### src/rtl/conv_pkg.sv
// rtl/conv_pkg.sv - shared types, base coefficients and FSM states for the convolution scheduler
package conv_pkg;

  typedef logic [2:0][2:0][3:0] pixel_win_t;
  typedef logic [2:0][2:0][4:0] filter_t;
  typedef logic [9:0]           conv_t;

  typedef enum logic [2:0] {
    IDLE,
    ADDR,
    CALC,
    WAIT,
    OUT,
    NEXT,
    FIN
  } state_t;

  // Row 0 = [1,2,1], row 1 = [0,0,0], row 2 = [-1,-2,-1]; leftmost element is the highest index.
  localparam filter_t BASE_FILTER = {{5'h1f, 5'h1e, 5'h1f},
                                     {5'h00, 5'h00, 5'h00},
                                     {5'h01, 5'h02, 5'h01}};

  // A zero level would null the centre column, so it is lifted to 1; anything above 4 saturates.
  function automatic logic [2:0] eff_brightness(input logic [3:0] lvl);
    if (lvl == 4'd0) begin
      return 3'd1;
    end else if (lvl > 4'd4) begin
      return 3'd4;
    end else begin
      return lvl[2:0];
    end
  endfunction

endpackage

### src/rtl/filter_gen.sv
// rtl/filter_gen.sv - combinational coefficient set with brightness-scaled centre column
module filter_gen
  import conv_pkg::*;
(
  input  logic [3:0] brightness,
  output filter_t    filter
);

  logic signed [4:0] scale;

  // Start from the base set and scale only the centre column entries.
  always_comb begin
    scale  = {2'b00, eff_brightness(brightness)};
    filter = BASE_FILTER;
    for (int r = 0; r < 3; r++) begin
      filter[r][1] = 5'($signed(BASE_FILTER[r][1]) * scale);
    end
  end

endmodule

### src/rtl/conv_scheduler.sv
// rtl/conv_scheduler.sv - walks 3x3 windows in raster order and sequences the convolution engine
module conv_scheduler
  import conv_pkg::*;
#(
  parameter int IMG_HEIGHT = 9,
  parameter int IMG_WIDTH  = 9,
  parameter int TIMEOUT    = 16
) (
  input  logic       clk,
  input  logic       n_rst,
  input  logic       start,
  input  logic [3:0] brightness,
  output logic [3:0] win_row,
  output logic [3:0] win_col,
  output logic       calc_enable,
  output filter_t    filter,
  input  logic       calc_done,
  input  conv_t      conv,
  output logic       result_valid,
  input  logic       result_ready,
  output conv_t      result_data,
  output logic       busy,
  output logic       done,
  output logic       err
);

  localparam int TW = $clog2(TIMEOUT + 1);

  state_t        state_q, state_d;
  logic [3:0]    row_q, row_d;
  logic [3:0]    col_q, col_d;
  logic [3:0]    bright_q, bright_d;
  logic [TW-1:0] tmo_q, tmo_d;
  conv_t         data_q, data_d;
  logic          err_q, err_d;
  logic          last_col, last_row, tmo_hit;
  filter_t       gen_filter;

  assign last_col = (col_q == 4'(IMG_WIDTH - 3));
  assign last_row = (row_q == 4'(IMG_HEIGHT - 3));
  assign tmo_hit  = (tmo_q == TW'(TIMEOUT - 1));

  // Next-state, window stepping, timeout counting and result capture.
  always_comb begin
    state_d  = state_q;
    row_d    = row_q;
    col_d    = col_q;
    bright_d = bright_q;
    tmo_d    = tmo_q;
    data_d   = data_q;
    err_d    = err_q;
    case (state_q)
      IDLE: begin
        if (start) begin
          bright_d = brightness;
          err_d    = 1'b0;
          row_d    = 4'd0;
          col_d    = 4'd0;
          state_d  = ADDR;
        end
      end
      ADDR: state_d = CALC;
      CALC: begin
        tmo_d   = '0;
        state_d = WAIT;
      end
      WAIT: begin
        // A completion arriving in the last waiting cycle still beats the timeout.
        if (calc_done) begin
          data_d  = conv;
          state_d = OUT;
        end else if (tmo_hit) begin
          data_d  = '0;
          err_d   = 1'b1;
          state_d = OUT;
        end else begin
          tmo_d = tmo_q + 1'b1;
        end
      end
      OUT: begin
        if (result_ready) begin
          state_d = NEXT;
        end
      end
      NEXT: begin
        if (last_col && last_row) begin
          state_d = FIN;
        end else if (last_col) begin
          col_d   = 4'd0;
          row_d   = row_q + 4'd3;
          state_d = ADDR;
        end else begin
          col_d   = col_q + 4'd3;
          state_d = ADDR;
        end
      end
      FIN:     state_d = IDLE;
      default: state_d = IDLE;
    endcase
  end

  // State register; reset abandons any window in flight.
  always_ff @(posedge clk or negedge n_rst) begin
    if (!n_rst) begin
      state_q  <= IDLE;
      row_q    <= 4'd0;
      col_q    <= 4'd0;
      bright_q <= 4'd1;
      tmo_q    <= '0;
      data_q   <= '0;
      err_q    <= 1'b0;
    end else begin
      state_q  <= state_d;
      row_q    <= row_d;
      col_q    <= col_d;
      bright_q <= bright_d;
      tmo_q    <= tmo_d;
      data_q   <= data_d;
      err_q    <= err_d;
    end
  end

  filter_gen u_filter_gen (
    .brightness (bright_q),
    .filter     (gen_filter)
  );

  // The latched level only changes in IDLE, so the set is constant for the whole image.
  assign filter       = (state_q != IDLE) ? gen_filter : '0;
  assign win_row      = row_q;
  assign win_col      = col_q;
  assign calc_enable  = (state_q == CALC);
  assign result_valid = (state_q == OUT);
  assign result_data  = data_q;
  assign busy         = (state_q != IDLE);
  assign done         = (state_q == FIN);
  assign err          = err_q;

endmodule

### config.mk
export PLATFORM = sky130hd
export DESIGN_NAME = conv_scheduler
export DESIGN_NICKNAME = d
export VERILOG_FILES = /design/src/rtl/conv_pkg.sv /design/src/rtl/filter_gen.sv /design/src/rtl/conv_scheduler.sv
export SDC_FILE = /design/constraint.sdc
export NUM_CORES = 1
export LEC_CHECK = 0
export CAP_MARGIN = 20
export CORE_MARGIN = 8
export CORE_UTILIZATION = 41
export CTS_BUF_LIST = sky130_fd_sc_hd__clkbuf_4 sky130_fd_sc_hd__clkbuf_8
export CTS_CLUSTER_DIAMETER = 200
export DETAILED_ROUTE_END_ITERATION = 10
export GPL_ROUTABILITY_DRIVEN = 0
export GPL_TIMING_DRIVEN = 0
export PLACE_DENSITY = 0.79
export SYNTH_ARGS = -nofsm -noshare
export SYNTH_HDL_FRONTEND = slang
export SYNTH_HIERARCHICAL = 1
export SYNTH_SLANG_ARGS = --single-unit
### constraint.sdc
create_clock -name clk -period 2 [get_ports clk]
set_clock_uncertainty 0.15 [all_clocks]
set_input_delay 0.2 -clock clk [delete_from_list [all_inputs] [get_ports clk]]
set_output_delay 0.2 -clock clk [all_outputs]
set_load 0.02 [all_outputs]
After elaboration in Yosys (flattened, before gate mapping)
Index checks and enable logic that the tools add are counted.
{"block": "classes", "multipliers": 0, "n_div": 0, "n_mux": 25, "add_sub_neg": 4, "shifts": 0, "reduce_logical": 15, "bitwise_logic": 0, "n_lt_le_gt_ge": 1, "n_eq_ne": 17}
{"op": "2-to-1 mux 45 bit", "n": 1}
{"op": "2-to-1 mux 3 bit", "n": 7}
{"op": "2-to-1 mux 10 bit", "n": 2}
{"op": "2-to-1 mux 4 bit", "n": 5}
{"op": "one-hot mux 3 bit (6 select lines)", "n": 1}
{"op": "one-hot mux 4 bit (2 select lines)", "n": 2}
{"op": "!= test 2 bit, second input constant", "n": 6}
{"op": "2-to-1 mux 5 bit", "n": 2}
{"op": "one-hot mux 5 bit (2 select lines)", "n": 1}
{"op": "equality test 3 bit, second input constant", "n": 3}
{"op": "AND reduction 3 bit", "n": 3}
{"op": "adder 4 x 2 -> 4 bit, second input constant", "n": 2}
{"op": "equality test 4 x 3 -> 1 bit, second input constant", "n": 2}
{"op": "AND reduction 4 bit", "n": 2}
{"op": "nonzero test 2 bit", "n": 4}
{"op": "equality test 3 x 2 -> 1 bit, second input constant", "n": 2}
{"op": "adder 5 x 1 -> 5 bit, second input constant", "n": 1}
{"op": "equality test 5 x 4 -> 1 bit, second input constant", "n": 1}
{"op": "> comparator 4 x 3 -> 1 bit, second input constant", "n": 1}
{"op": "logical NOT 4 bit", "n": 1}
{"op": "negator 3 -> 4 bit", "n": 1}
{"op": "AND reduction 2 bit", "n": 2}
{"op": "equality test 3 x 1 -> 1 bit, second input constant", "n": 1}
{"op": "logical NOT 3 bit", "n": 1}
{"op": "6 further kinds", "n": 8}
{"block": "totals", "latch_bits": 0, "inputBits": 19, "mem_count": 0, "elab_cells": 69, "ramBits": 0, "rom_bits": 0, "output_inout_bits": 68, "ff_bits": 31}

Logic depth before layout (Yosys ltp)
Gate-level depths: netlist of run 1.
{"block": "logic_depth", "depth_word": 5, "mapped_depth": 8, "ltp_nobuf": 7}

Cells and area by module
Netlist of run 1, hierarchy kept.
{"module": "conv_scheduler", "area_per_inst_um2": 1861.8, "cells_each": 197, "n_inst": 1}
{"module": "filter_gen", "area_per_inst_um2": 345.3, "cells_each": 49, "n_inst": 1}

Worst setup path before layout of run 1
OpenSTA, ideal clock, no wires.
{"block": "synth_path", "path_kind": "register -> register", "from": "reg tmo_q[0]", "to": "reg state_q[2]", "path_buffers": 2, "t_arrival_ns": 1.714, "setup_time_ns": 0.127, "synth_period_minus_slack_ns": 1.992, "slack_ns": 0.008, "stages_incl_launch_ff": 9, "cell_sequence": "dfrtp_1 ha_1 and3_1 ha_1 or2_2 clkbuf_1 nand3_1 buf_4 o21ai_0"}
{"block": "synth_via", "elab_chain_len": 3}
{"item": "from (decl)", "line_no": "conv_scheduler.sv:33", "rtl": "logic [TW-1:0] tmo_q, tmo_d;"}
{"item": "from (signal assigned)", "line_no": "conv_scheduler.sv:117", "rtl": "tmo_q <= tmo_d;"}
{"item": "equality test 5 x 4 -> 1 bit", "line_no": "conv_scheduler.sv:41", "rtl": "assign tmo_hit = (tmo_q == TW'(TIMEOUT - 1));"}
{"item": "!= test 3 bit (no source line)"}
{"item": "AND reduction 3 bit (no source line)"}
{"item": "to (signal assigned)", "line_no": "conv_scheduler.sv:113", "rtl": "state_q <= state_d;"}
{"item": "to (decl)", "line_no": "conv_scheduler.sv:29", "rtl": "state_t state_q, state_d;"}
No other way between the ends.
A chain may end at the register's enable or synchronous reset.

==> flow_metrics.tcl, run 1 <==
set metrics [dict create \
    outcome "complete, no violations" \
    finalHoldViolCount 0 \
    yosys-top-cells-area "dfrtp_1, buf_4, nor2b_1" \
    setup_viol 0 \
    nFillCells 483 \
    synthAdderAreaFrac 0.0340 \
    worstPathArrival_ns 1.56 \
    intPower_mw 2.22 \
    clock.fmax_mhz 524 \
    clock_latency_ns 0.29 \
    antenna_found_initial 0 \
    synth-seq-cells 31 \
    timing.critical_path.slowest_stage_cell "dfrtp_1" \
    drc 0 \
    grt_pass1_wl_um 8310 \
    slew_headroom 0.496 \
    fin_crit_ns 1.91 \
    place_area_um2 3070 \
    num_rows 26 \
    seq_area_frac_synth 0.352 \
    combPwrFrac 0.631 \
    routedWlPerCell_um 11.9 \
    cp_slowest_stage_delay_ns 0.41 \
    required_ns 1.65 \
    p_leak_nw 1.55 \
    path_buf_inv 3 \
    cpLargestDelayFamily "buffers and inverters" \
    worstReg2RegEnd "result_data[0]" \
    yosys_most_used_dff "dfrtp_1" \
    clock_path_buffers 2 \
    r2r_cells 7 \
    holdWs_ns 0.204 \
    fin_cells 426 \
    dr.pass1.iters 4 \
    totalWireLength_um 5060 \
    cts_buffers 5 \
    synth_cells 246 \
    dp_hpwl_um 3950 \
    switching_share 0.470 \
    min_period_over_period 0.954 \
    drt_iter0_drc 69 \
    p_sw_mw 1.97 \
    ys_top_cells_by_count "nor2b_1, buf_4, dfrtp_1, o21ai_0" \
    endpoint_kind "primary output" \
    cp-startpoint "state_q[2]" \
    synthMuxAreaShare 0.0295 \
    path_clk_slew_ns 0.07 \
    grt_pass1_vias 1824 \
    fin_area_um2 3130 \
    yosysUniqueCellTypes 46 \
    yosysWarningCount 6 \
    dpl.cell_count 415 \
    vias 1878 \
    cts_tree "built" \
    final_antenna_net_count 0 \
    postCtsHoldBufs 0 \
    synth_simple_gate_area_frac 0.243 \
    fp.coreArea_um2 5140 \
    cap_violations 0 \
    die_width_um 89.4 \
    p_seq_frac 0.256 \
    dieArea_um2 7990 \
    die_y_um 89.4 \
    antenna_cells 0 \
    post-synth-top-area-cell "dfrtp_1" \
    avgSynthCellArea_um2 8.97 \
    initial_core_util 0.429 \
    final_nets 380 \
    path_class "register to primary output" \
    portBuffers 60 \
    power_per_cell_area_nw_per_um2 1340 \
    htreeDepth 2 \
    setup_tns_ns 0 \
    synth-xor-area-share 0 \
    grt_use_total 0.132 \
    drive_above_1_share 0.287 \
    area_delta_synth_final_pct 41.9 \
    yosysMostFrequentCell "nor2b_1" \
    power.clock.fraction 0.114 \
    vias_per_cell 4.41 \
    worstPathMaxFanout 10 \
    ys_async_sr_fraction 1.00 \
    maxSlewViolCount 0 \
    reg2reg_from "tmo_q[0]" \
    grt_max_degree 18 \
    ioPinCount 87 \
    rsz0062_at_grt "false" \
    path_cells "nor3_4 > clkbuf_8 > buf_4 > nor2b_1 > clkdlybuf4s15_2" \
    ff2ff_setup_slack_ns 0.10 \
    synth_top_family_by_area "simple AND/OR/NAND/NOR gates" \
    yosysTopAreaCellShare 0.340 \
    synth_compound_area_frac 0.143 \
    cp_num_cells 5 \
    min-delay-path-class "input pin to asynchronous set/reset pin" \
    root_buffer "clkbuf_8" \
    cts_sinks 31 \
    tightest_slew_ns 0.753 \
    synth-edff-count 0 \
    grt_overflow_total 0 \
    syn-cell-area_um2 2210 \
    peakVddDrop_v 0.000824 \
    cp-start-kind "register" \
    crit_end "filter[6]" \
]
[sequential cells by signal, summed over array words and instances (netlist names)]
signal / flops
err: 1
state_q: 3
tmo_q: 5
result_data: 10
bright_q: 4
win_row: 4
win_col: 4
[power groups by stage]
stage,Sequential [mW],Clock (mW),Combinational (mW)
floorplan,1.20,0,1.58
finish,1.07,0.477,2.64
global placement,1.05,0,2.62
detailed placement,1.06,0,2.67
global route,1.11,0.520,2.88
CTS,1.07,0.487,2.65
[worst min-delay path by stage]
stage,end,from,cells after the start,slack (ns)
after global routing,win_col[3],n_rst,1,0.27
after CTS,win_col[0],n_rst,1,0.23
final,win_col[3],n_rst,1,0.20
after detailed placement,win_row[3],win_row[3],1,0.33
after global placement,win_row[3],win_row[3],1,0.34
after floorplan,bright_q[1],n_rst,0,-0.25
[logic make-up after synthesis]
group / after synthesis
DFF: 31
adders and majority gates: 6
buffers and inverters: 64
AOI/OAI and AO/OA: 48
muxes: 6
and+or+nand+nor: 89
other: 2
[metrics by stage]
stage | power [mW] | utilization | worst slack [ns]
global route | 4.51 | 0.610 | 0.00408
detailed placement | 3.73 | 0.596 | -0.293
floorplan | 2.79 | - | 0.00836
CTS | 4.21 | 0.619 | 0.0205
global placement | 3.67 | 0.591 | -0.263
finish | 4.19 | 0.610 | 0.0928
[cell usage in the layout, fill, tap and decap left out, types with 2 or more instances in the layout]
cell,netlist,routed
buf_4,42,48
nor2b_1,46,46
conb_1,2,40
clkdlybuf4s50_1,0,37
dfrtp_1,30,30
clkbuf_2,1,17
o21ai_0,14,13
a22o_1,10,10
nand2_1,10,10
inv_1,10,9
a21oi_1,9,9
nor2_1,9,8
clkbuf_8,0,6
ha_1,6,6
buf_2,7,5
buf_6,3,4
o21ai_1,3,4
mux2_2,4,4
nand2b_1,3,3
and3_1,3,3
clkinv_2,0,3
dlygate4sd2_1,0,3
or2_4,1,2
mux2i_1,2,2
or4_1,2,2
o211ai_1,2,2
[final cells by class]
type / count / area (µm²) / area share
plain buffers: 53 / 409 / 0.131
clock buffers: 5 / 68.8 / 0.0220
clock inverters: 3 / 15.0 / 0.00479
inverters: 10 / 41.3 / 0.0132
multi-input cells: 189 / 1170 / 0.373
flip-flops and latches: 31 / 777 / 0.248
well taps: 70 / 87.6 / 0.0280
repair buffers: 65 / 566 / 0.181
[metal layers]
layer	routed length, µm	vias to the layer above	track usage
met1	1980	837	0.141
met3	667	8	0.0588
li1	-	954	-
met5	0	-	0
met4	56	0	0.0453
met2	2360	79	0.227
[repair_timing]
item / CTS / global route
gates resized for setup: 40 / 37
buffers inserted: 2 / 2
pin swaps: 1 / 0
setup endpoints to repair: 37 / 27
[worst register-to-register path, delay by kind of cell, from the launching register on]
kind,cells,cell delay [ns]
AOI/OAI and AO/OA,1,0.15
and+or+nand+nor,3,0.57
buffers and inverters,1,0.14
adders and majority gates,2,0.43
DFF,1,0.40
Note: power is estimated with default switching activity, not from simulation.
==> run 2, diff against run 1 <==
--- a/config.mk
+++ b/config.mk
@@ -13,6 +13,7 @@
 export DETAILED_ROUTE_END_ITERATION = 10
 export GPL_ROUTABILITY_DRIVEN = 0
 export GPL_TIMING_DRIVEN = 0
+export HOLD_SLACK_MARGIN = 0.02
 export PLACE_DENSITY = 0.79
 export SYNTH_ARGS = -nofsm -noshare
 export SYNTH_HDL_FRONTEND = slang
==> results of run 2 <==
Final layout, timing and power as in run 1 (identical DEF).
==> run 3, diff against run 2 <==
--- a/config.mk
+++ b/config.mk
@@ -19,3 +19,4 @@
 export SYNTH_HDL_FRONTEND = slang
 export SYNTH_HIERARCHICAL = 1
 export SYNTH_SLANG_ARGS = --single-unit
+export TNS_END_PERCENT = 50
==> constraint.sdc (replaced) <==
create_clock -name clk -period 2 [get_ports clk]
set_clock_uncertainty 0.15 [all_clocks]
set_input_delay 0.2 -clock clk [delete_from_list [all_inputs] [get_ports clk]]
set_output_delay 0.2 -clock clk [all_outputs]
set_load 0.01 [all_outputs]
==> run 3 against run 2 <==
Cell count is 0.47% higher. Final area is 3.8% higher. Critical path type unchanged. Critical path depth stayed put. Largest power group unchanged. Register-to-register slack hardly changed. Combinational power is 9.8% lower.
==> flow_metrics.tcl, run 3 (synthesis gave the netlist of run 1 again) <==
set metrics [dict create \
    dr.pass1.iters 4 \
    endpoint_kind "primary output" \
    ioPinCount 87 \
    min-delay-path-class "input pin to asynchronous set/reset pin" \
    dieArea_um2 7990 \
    drive_above_1_share 0.251 \
    peakVddDrop_v 0.000786 \
    holdWs_ns 0.217 \
    fin_area_um2 3250 \
    setup_viol 0 \
    cap_violations 0 \
    vias_per_cell 4.35 \
    final_nets 382 \
    fin_crit_ns 1.93 \
    path_class "register to primary output" \
    cpLargestDelayFamily "buffers and inverters" \
    setup_tns_ns 0 \
    timing.critical_path.slowest_stage_cell "dfrtp_1" \
    die_width_um 89.4 \
    grt_pass1_wl_um 8300 \
    totalWireLength_um 5130 \
    final_common_cell "buf_4" \
    grt_pass1_vias 1819 \
    worstPathArrival_ns 1.58 \
    cts_buffers 5 \
    portBuffers 60 \
    path_clk_slew_ns 0.07 \
    fin_cells 428 \
    cts_sinks 31 \
    postCtsHoldBufs 0 \
    clock_path_buffers 2 \
    maxSlewViolCount 0 \
    layout_common_cells "buf_4, nor2b_1, conb_1" \
    antenna_found_initial 0 \
    clock.fmax_mhz 518 \
    largest_reg_flops 10 \
    required_ns 1.65 \
    vias 1861 \
    routedWlPerCell_um 12.0 \
    clock_latency_ns 0.29 \
    area_delta_synth_final_pct 47.3 \
    final_antenna_net_count 0 \
    antenna_cells 0 \
    p_leak_nw 1.59 \
    cp-start-kind "register" \
    outcome "complete, no violations" \
    cts_tree "built" \
    finalHoldViolCount 0 \
    path_cells "or2_4 > a21oi_1 > buf_4 > nor2b_1 > clkdlybuf4s15_1" \
    rsz0062_at_grt "true" \
    tightest_slew_ns 0.784 \
    grt_max_degree 18 \
    drc 0 \
    grt_use_total 0.133 \
    min_period_over_period 0.965 \
    num_rows 26 \
    fp.coreArea_um2 5140 \
    initial_core_util 0.429 \
    die_y_um 89.4 \
    worstPathMaxFanout 4 \
    drt_iter0_drc 57 \
    cp_slowest_stage_delay_ns 0.38 \
    slew_headroom 0.476 \
    root_buffer "clkbuf_8" \
    dp_hpwl_um 3950 \
    dpl.cell_count 415 \
    power_per_cell_area_nw_per_um2 1210 \
    htreeDepth 2 \
    place_area_um2 3070 \
    grt_overflow_total 0 \
    path_buf_inv 2 \
]
-- run 3: cell count changes in the layout (fill, tap and decap cells not counted), moves of 2 or more --
cell / before / now
dlygate4sd2_1: 3 / 21
clkbuf_2: 17 / 1
buf_6: 4 / 8
buf_2: 5 / 3
ha_1: 6 / 4
ha_2: 0 / 2
-- run 3: per-stage QoR --
step	worst slack, ns	power (mW)	util
final	0.0707	3.94	0.632
after detailed placement	-0.234	3.35	0.596
after CTS	0.00275	3.83	0.622
after floorplan	0.00836	2.41	-
after global routing	-0.00366	4.26	0.632
after global placement	-0.204	3.30	0.591
-- run 3: path summary, 6_finish.rpt --
kind                             startpoint             end  slack, ns  cells past startpoint
worst min register to register   win_row[3]      win_row[3]       0.35                      1
worst max-delay path            bright_q[3]      filter[36]       0.07                      5
worst min-delay path                  n_rst        tmo_q[0]       0.22                      1
min in group clk                 win_row[3]      win_row[3]       0.35                      1
worst max register to register     tmo_q[1]  result_data[0]       0.10                      7
max in group asynchronous             n_rst  result_data[8]       0.94                      2
-- run 3: per-layer routing --
metal  part of all wire  track usage
met4              0.012       0.0453
met5                  0            0
met1               0.40        0.144
met3               0.12       0.0588
met2               0.47        0.225
-- run 3: final cells by class --
cell class | count | area, µm²
Fill cell | 470 | 1890
Multi-Input combinational cell | 189 | 1190
Sequential cell | 31 | 778
Timing Repair Buffer | 67 | 646
Buffer | 53 | 423
Tap cell | 70 | 87.6
Clock buffer | 5 | 68.8
Inverter | 10 | 41.3
Clock inverter | 3 | 15.0
-- run 3: repair_timing --
action	in CTS	in global routing
setup buffers	2	3
gates cloned	0	1
gates resized for setup	41	14
pin swaps	2	2
endpoints found under the setup margin	37	30
-- run 3: where the power goes --
| part | switching (mW) | total (mW) | internal [mW] |
|---|---|---|---|
| clock | 0.240 | 0.477 | 0.237 |
| sequential | 0.199 | 1.08 | 0.876 |
| combinational | 1.19 | 2.38 | 1.20 |
| total | 1.63 | 3.94 | 2.31 |
